==> src/rtl/memory_responder_pkg.sv <==
// Shared typedefs for the CPU memory interface: word size, access flags and responder states.
`ifndef REGSIZE
`define REGSIZE 8
`endif

package typedef_collection;
  typedef logic [`REGSIZE-1:0] DEFAULT_TYPE;

  typedef enum logic [1:0] {
    MEMORY_STAY  = 2'd0,
    MEMORY_READ  = 2'd1,
    MEMORY_WRITE = 2'd2
  } MEMORY_FLAG_TYPE;

  typedef enum logic {
    MEM_LOAD  = 1'b0,
    MEM_SERVE = 1'b1
  } MEMORY_UNIT_STATE_TYPE;
endpackage

==> src/rtl/memory_array.sv <==
// DEPTH x WIDTH word storage: one synchronous write port, one asynchronous read port, no reset.
module memory_array #(
  parameter int DEPTH = 256,
  parameter int WIDTH = 8,
  parameter int AW    = (DEPTH > 1) ? $clog2(DEPTH) : 1
) (
  input  logic             clk,
  input  logic             we,
  input  logic [AW-1:0]    waddr,
  input  logic [WIDTH-1:0] wdata,
  input  logic [AW-1:0]    raddr,
  output logic [WIDTH-1:0] rdata
);
  logic [WIDTH-1:0] mem_q [DEPTH];

  always_ff @(posedge clk) begin
    if (we) mem_q[waddr] <= wdata;
  end

  assign rdata = mem_q[raddr];
endmodule

==> src/rtl/memory_responder.sv <==
// Memory-side responder: accepts a program image over the load port while holding the CPU in
// reset, then serves CPU reads/writes. Optional output port enabled by MEMORY_MMIO_OUT_EN.
// Load port handshake: a word transfers at a posedge where load_valid && load_ready; the loader
// must hold the word stable while load_valid is high and load_ready is low.
`ifndef REGSIZE
`define REGSIZE 8
`endif

module memory_responder
  import typedef_collection::*;
#(
  parameter int                  DEPTH     = 256,
  parameter logic [`REGSIZE-1:0] MMIO_ADDR = 8'hFF
) (
  input  logic                  CLOCK,
  input  logic                  RESET_N,
  input  logic [`REGSIZE-1:0]   address,
  input  MEMORY_FLAG_TYPE       rw_flag,
  input  logic [`REGSIZE-1:0]   write_memory_value,
  output logic [`REGSIZE-1:0]   read_memory_value,
  input  logic                  load_valid,
  output logic                  load_ready,
  input  logic [`REGSIZE-1:0]   load_address,
  input  logic [`REGSIZE-1:0]   load_data,
  input  logic                  load_last,
  output logic                  cpu_hold,
  output logic                  range_error,
`ifdef MEMORY_MMIO_OUT_EN
  output logic [`REGSIZE-1:0]   mmio_out,
`endif
  output logic                  state_dbg
);
  localparam int                AW      = (DEPTH > 1) ? $clog2(DEPTH) : 1;
  localparam int                CW      = `REGSIZE + 1;
  localparam logic [CW-1:0]     DEPTH_W = CW'(DEPTH);

  MEMORY_UNIT_STATE_TYPE state_q, state_d;
  DEFAULT_TYPE           hold_q, hold_d;
  logic                  range_err_q, range_err_d;
  DEFAULT_TYPE           mmio_q, mmio_d;

  logic                  serve, is_read, is_write, cpu_in_range, load_in_range, mmio_hit;
  logic                  arr_we;
  logic [AW-1:0]         arr_waddr;
  DEFAULT_TYPE           arr_wdata, arr_rdata;

  memory_array #(.DEPTH(DEPTH), .WIDTH(`REGSIZE), .AW(AW)) u_array (
    .clk   (CLOCK),
    .we    (arr_we),
    .waddr (arr_waddr),
    .wdata (arr_wdata),
    .raddr (address[AW-1:0]),
    .rdata (arr_rdata)
  );

  always_comb begin
    serve         = (state_q == MEM_SERVE);
    is_read       = (rw_flag == MEMORY_READ);
    is_write      = (rw_flag == MEMORY_WRITE);
    cpu_in_range  = ({1'b0, address} < DEPTH_W);
    load_in_range = ({1'b0, load_address} < DEPTH_W);
`ifdef MEMORY_MMIO_OUT_EN
    mmio_hit      = serve && (address == MMIO_ADDR);
`else
    mmio_hit      = 1'b0;
`endif
  end

  always_comb begin
    state_d           = state_q;
    range_err_d       = range_err_q;
    mmio_d            = mmio_q;
    arr_we            = 1'b0;
    arr_waddr         = load_address[AW-1:0];
    arr_wdata         = load_data;
    read_memory_value = hold_q;
    load_ready        = 1'b0;
    cpu_hold          = 1'b0;

    case (state_q)
      MEM_LOAD: begin
        load_ready = 1'b1;
        cpu_hold   = 1'b1;
        if (load_valid) begin
          if (load_in_range) arr_we = 1'b1;
          else               range_err_d = 1'b1;
          if (load_last) state_d = MEM_SERVE;
        end
      end
      default: begin
        arr_waddr = address[AW-1:0];
        arr_wdata = write_memory_value;
        // The output port shadows the array: neither reads nor writes to it touch storage.
        if (is_read) begin
          if (mmio_hit)          read_memory_value = mmio_q;
          else if (cpu_in_range) read_memory_value = arr_rdata;
          else                   read_memory_value = '0;
        end
        if (is_write) begin
          if (mmio_hit)          mmio_d = write_memory_value;
          else if (cpu_in_range) arr_we = 1'b1;
        end
        if ((is_read || is_write) && !cpu_in_range && !mmio_hit) range_err_d = 1'b1;
      end
    endcase

    // Capturing the visible value keeps the data stable through MEMORY_STAY cycles.
    hold_d = read_memory_value;
  end

  always_ff @(posedge CLOCK or negedge RESET_N) begin
    if (!RESET_N) begin
      state_q     <= MEM_LOAD;
      hold_q      <= '0;
      range_err_q <= 1'b0;
      mmio_q      <= '0;
    end else begin
      state_q     <= state_d;
      hold_q      <= hold_d;
      range_err_q <= range_err_d;
      mmio_q      <= mmio_d;
    end
  end

  assign range_error = range_err_q;
  assign state_dbg   = serve;
`ifdef MEMORY_MMIO_OUT_EN
  assign mmio_out    = mmio_q;
`endif
endmodule

==> config.mk <==
export PLATFORM = sky130hd
export DESIGN_NAME = memory_responder
export DESIGN_NICKNAME = d
export VERILOG_FILES = /design/src/rtl/memory_responder_pkg.sv /design/src/rtl/memory_array.sv /design/src/rtl/memory_responder.sv
export SDC_FILE = /design/constraint.sdc
export NUM_CORES = 2
export LEC_CHECK = 0
export ABC_AREA = 1
export CAP_MARGIN = 0
export CELL_PAD_IN_SITES_DETAIL_PLACEMENT = 1
export CELL_PAD_IN_SITES_GLOBAL_PLACEMENT = 1
export CORE_UTILIZATION = 50
export CTS_BUF_LIST = sky130_fd_sc_hd__clkbuf_2
export CTS_CLUSTER_SIZE = 28
export DETAILED_ROUTE_END_ITERATION = 8
export HOLD_SLACK_MARGIN = 0.05
export MAX_ROUTING_LAYER = met4
export PLACE_DENSITY = 0.77
export RECOVER_POWER = 100
export SLEW_MARGIN = 20
export SYNTH_ARGS = -nofsm -noshare
export SYNTH_HDL_FRONTEND = slang
export SYNTH_HIERARCHICAL = 1
export SYNTH_SLANG_ARGS = --single-unit
==> constraint.sdc <==
create_clock -name CLOCK -period 5.32 [get_ports CLOCK]
set_input_delay 1.064 -clock CLOCK [delete_from_list [all_inputs] [get_ports CLOCK]]
set_output_delay 1.064 -clock CLOCK [all_outputs]
set_load 0.005 [all_outputs]
==> summary.md <==
| Metric | Value |
|---|---|
| CP endpoint kind | `flip-flop` |
| Sw frac | `0.267` |
| Initial Util | `0.506` |
| Combinational fraction of design power | `0.082` |
| CP most frequent cell | `buf_4` |
| Cell count after synthesis | `7093` |
| Peak supply drop | `0.252 mV` |
| HPWL Detailed | `160000 microns` |
| R2r endpoint | `hold_q[4]` |
| Total CTS buffers | `538` |
| Status | `complete, but fails checks` |
| Pre-Repair DR Iteration Count | `6` |
| Met2 wire len | `130000 microns` |
| Crit-path slowest cell | `edfxtp_1` |
| Worst-path clk slew | `0.13 ns` |
| PD cells | `326 mW/mm^2` |
| I/O pin count | `50` |
| Area Overhead vs Synth | `11.6%` |
| Largest net degree at the start of global routing | `125` |
| Register area share after synthesis | `0.736` |
| First-pass GRT wire length | `399000 microns` |
| Mux share of post-synthesis cell area | `0` |
| Wire per inst | `27.1 microns` |
| Crit path required time | `7.08 ns` |
| Area fraction of the dominant cell type after synthesis | `0.733` |
| Flop pwr share | `0.584` |
| Synthesized area per cell | `11.8 sq um` |
| Core Area | `0.166 sq mm` |
| Simple-Gate Fraction of Synth Area | `0.232` |
| DR iter-0 viols | `7050` |
| LEAKAGE | `0.0338 uW` |
| Nets@finish | `7517` |
| Initial antenna violation count | `8` |
| Vias | `60.6k` |
| Cell row count | `149` |
| Die Footprint | `0.169 sq mm` |
| Total grt overflow | `0` |
| Placer Congestion | `0.871` |
| Unique masters post-synth | `18` |
| NetSw | `8140 uW` |
| H-tree levels | `6` |
| Clock Path Buffers | `4` |
| Final hold slack | `0.341 ns` |
| Internal power | `22300 uW` |
| M1 wire length | `104000 microns` |
| Clock Sink Count | `2057` |
| Post-Synth Adder-Cell Area | `0` |
| Width of the die | `412 microns` |
| Arr. time, crit path | `7.05 ns` |
| Final worst-path cycle share | `0.995` |
| Slew Viols, Final | `37` |
| Worst reg2reg startpoint | `u_array/mem_q[27][4]` |
| Clk pwr share | `0.334` |
| Slew headroom | `-0.135` |
| YS warnings | `6` |
| Worst hold path class | `in2async` |
| Routed Antenna Nets | `0` |
| CP Launch Type | `flip-flop` |
| Violated checks | `capacitance limit, slew limit` |
| R2R depth | `40` |
| Fmax achieved | `0.189 GHz` |
| Unrepaired setup endpoints after global routing | `yes` |
| DRC errors left | `0` |
| Routed vias/inst | `6.07` |
| Syn_nets | `7131` |
| Compound-cell area share of the yosys netlist | `0` |
| Vias in the first global route | `63.5k` |
| Final setup vio count | `0` |
| Final wirelength | `271000 microns` |
| Largest family of logic cells by synthesized area | `simple AND/OR/NAND/NOR gates` |
| Critical Setup Path Class | `reg2reg` |
| Port-buffer cells | `48` |
| Synthesized area | `0.0839 sq mm` |
| Post-layout min period | `5.29 ns` |
| Synth area leaders | `edfxtp_1 73%, nand3_1 12%, nand2_1 9.8%` |
| Final hold violations | `0` |
| Synthesized flop and latch total | `2057` |
| Metal3 WL | `24900 microns` |
| Peak fanout along the critical path | `2` |
| Die height | `412 microns` |
| CTS tree | `yes` |
| Final Skew | `0.149 ns` |
| Post-Route Utilization | `0.565` |
| CTS Root Buffer Type | `clkbuf_2` |
| Global router's overall resource usage | `0.327` |
| Slew @ Worst Pin | `1.70 ns` |
| Top Layer Used | `met4` |
| Max cap viols | `1` |
| R2r setup slk | `0.03 ns` |
| Share of layout cells above drive strength 1 | `0.171` |
| Skew-Pair Late Insertion Delay | `1.86 ns` |
| Slowest stage delay, CP | `0.39 ns` |
| Area leader, netlist | `edfxtp_1` |
| Synth Area in XOR/XNOR | `0` |
## cell type report
type                       count  area [sq um]
fill                       17083         72100
clock inverter                85           355
timing repair buffer         336          3880
clock buffer                 768          3840
tap                         2189          2740
inverter                      42           196
antenna                        7          17.5
multi-input combinational   4504         20900
sequential                  2057         61700
## power groups by stage
stage | clock network, uW | registers [uW] | logic, uW
detailed placement | 0 | 18200 | 2240
global placement | 0 | 18200 | 2160
global route | 11000 | 17800 | 2620
floorplan | 0 | 18300 | 1230
finish | 10200 | 17800 | 2500
CTS | 10300 | 17800 | 2380
## metal layers
metal / GRT usage / vias to the layer above
met4: 0.157 / 0
met5: - / -
li1: - / 26142
met2: 0.506 / 3237
met3: 0.0642 / 653
met1: 0.416 / 30546
## worst max path at each step
stage,from,end,slack [ns],cells past startpoint
final,u_array/mem_q[27][4],hold_q[4],0.03,40
after detailed placement,address[0],read_memory_value[0],-0.009,17
after global routing,u_array/mem_q[75][5],read_memory_value[5],-0.10,13
after CTS,u_array/mem_q[49][5],read_memory_value[5],-0.06,13
after global placement,address[0],read_memory_value[3],0.09,17
after floorplan,load_data[0],u_array/mem_q[0][0],0.37,2
## sequential cells by signal, summed over array words and instances, names as in the netlist
register / flops
u_array/mem_q: 2048
state_dbg: 1
hold_q: 8
## repair_timing
action	4_1_cts	5_1_grt
resized for setup	156	121
endpoints found under the hold margin	12	0
hold buffers	4	0
buffers inserted	32	2
endpoints found under the setup margin	8	6
pin swaps	27	60
## cell usage after synthesis
library cell,instances
buf_6,19
conb_1,1
buf_2,269
buf_1,40
nand3_4,1
inv_2,3
buf_4,48
clkbuf_1,112
edfxtp_1,2048
dfrtp_1,9
nand4_1,8
nor2_1,283
buf_8,2
nand3_1,2020
inv_6,1
nand2_1,2191
inv_4,1
inv_1,37
## cells in the final DEF, fill, tap and decap left out
master and n:
buf_6 6, inv_6 1, clkinv_1 61, dfrtp_1 9, nand3_1 1806, buf_4 183
edfxtp_1 2048, buf_2 2, dlymetal6s2s_1 2, nand3_4 23, nor2_1 283, inv_8 2
dlygate4sd3_1 6, conb_1 1, clkinv_2 8, nand4_1 8, inv_2 17, inv_16 1
nand2_4 14, buf_8 3, diode_2 7, inv_4 1, nand2_2 17, clkdlybuf4s50_1 33
bufinv_16 1, inv_1 35, buf_12 96, clkbuf_2 768, nand3_2 192, nand2_1 2160
dlygate4sd2_1 5
## critical path: cells and delay by family, from the launching register on
family / cells / cell delay [ns]
AND/OR/NAND/NOR: 12 / 1.44
flip-flops: 1 / 0.39
buffers and inverters: 28 / 3.44
## kinds of logic (layout without fill, tap and decap cells)
family	Yosys count	after routing
buffers and inverters	532	1231
flip-flops	2057	2057
other	1	8
AND/OR/NAND/NOR	4503	4503
## stage by stage
step | power, uW | instance area [sq um] | instances | worst slack [ns] | TNS (ns)
2_1_floorplan | 19500 | 83900 | 7093 | 0.368 | 0
3_3_place_gp | 20300 | 87800 | 9092 | 0.0934 | 0
3_5_place_dp | 20400 | 87800 | 9092 | -0.00941 | -0.00941
4_1_cts | 30400 | 93000 | 9981 | -0.0586 | -0.119
5_1_grt | 31400 | 93600 | 9987 | -0.101 | -0.186
6_report | 30500 | 93600 | 9988 | 0.0292 | 0
Power figures use the tool's default switching activity.
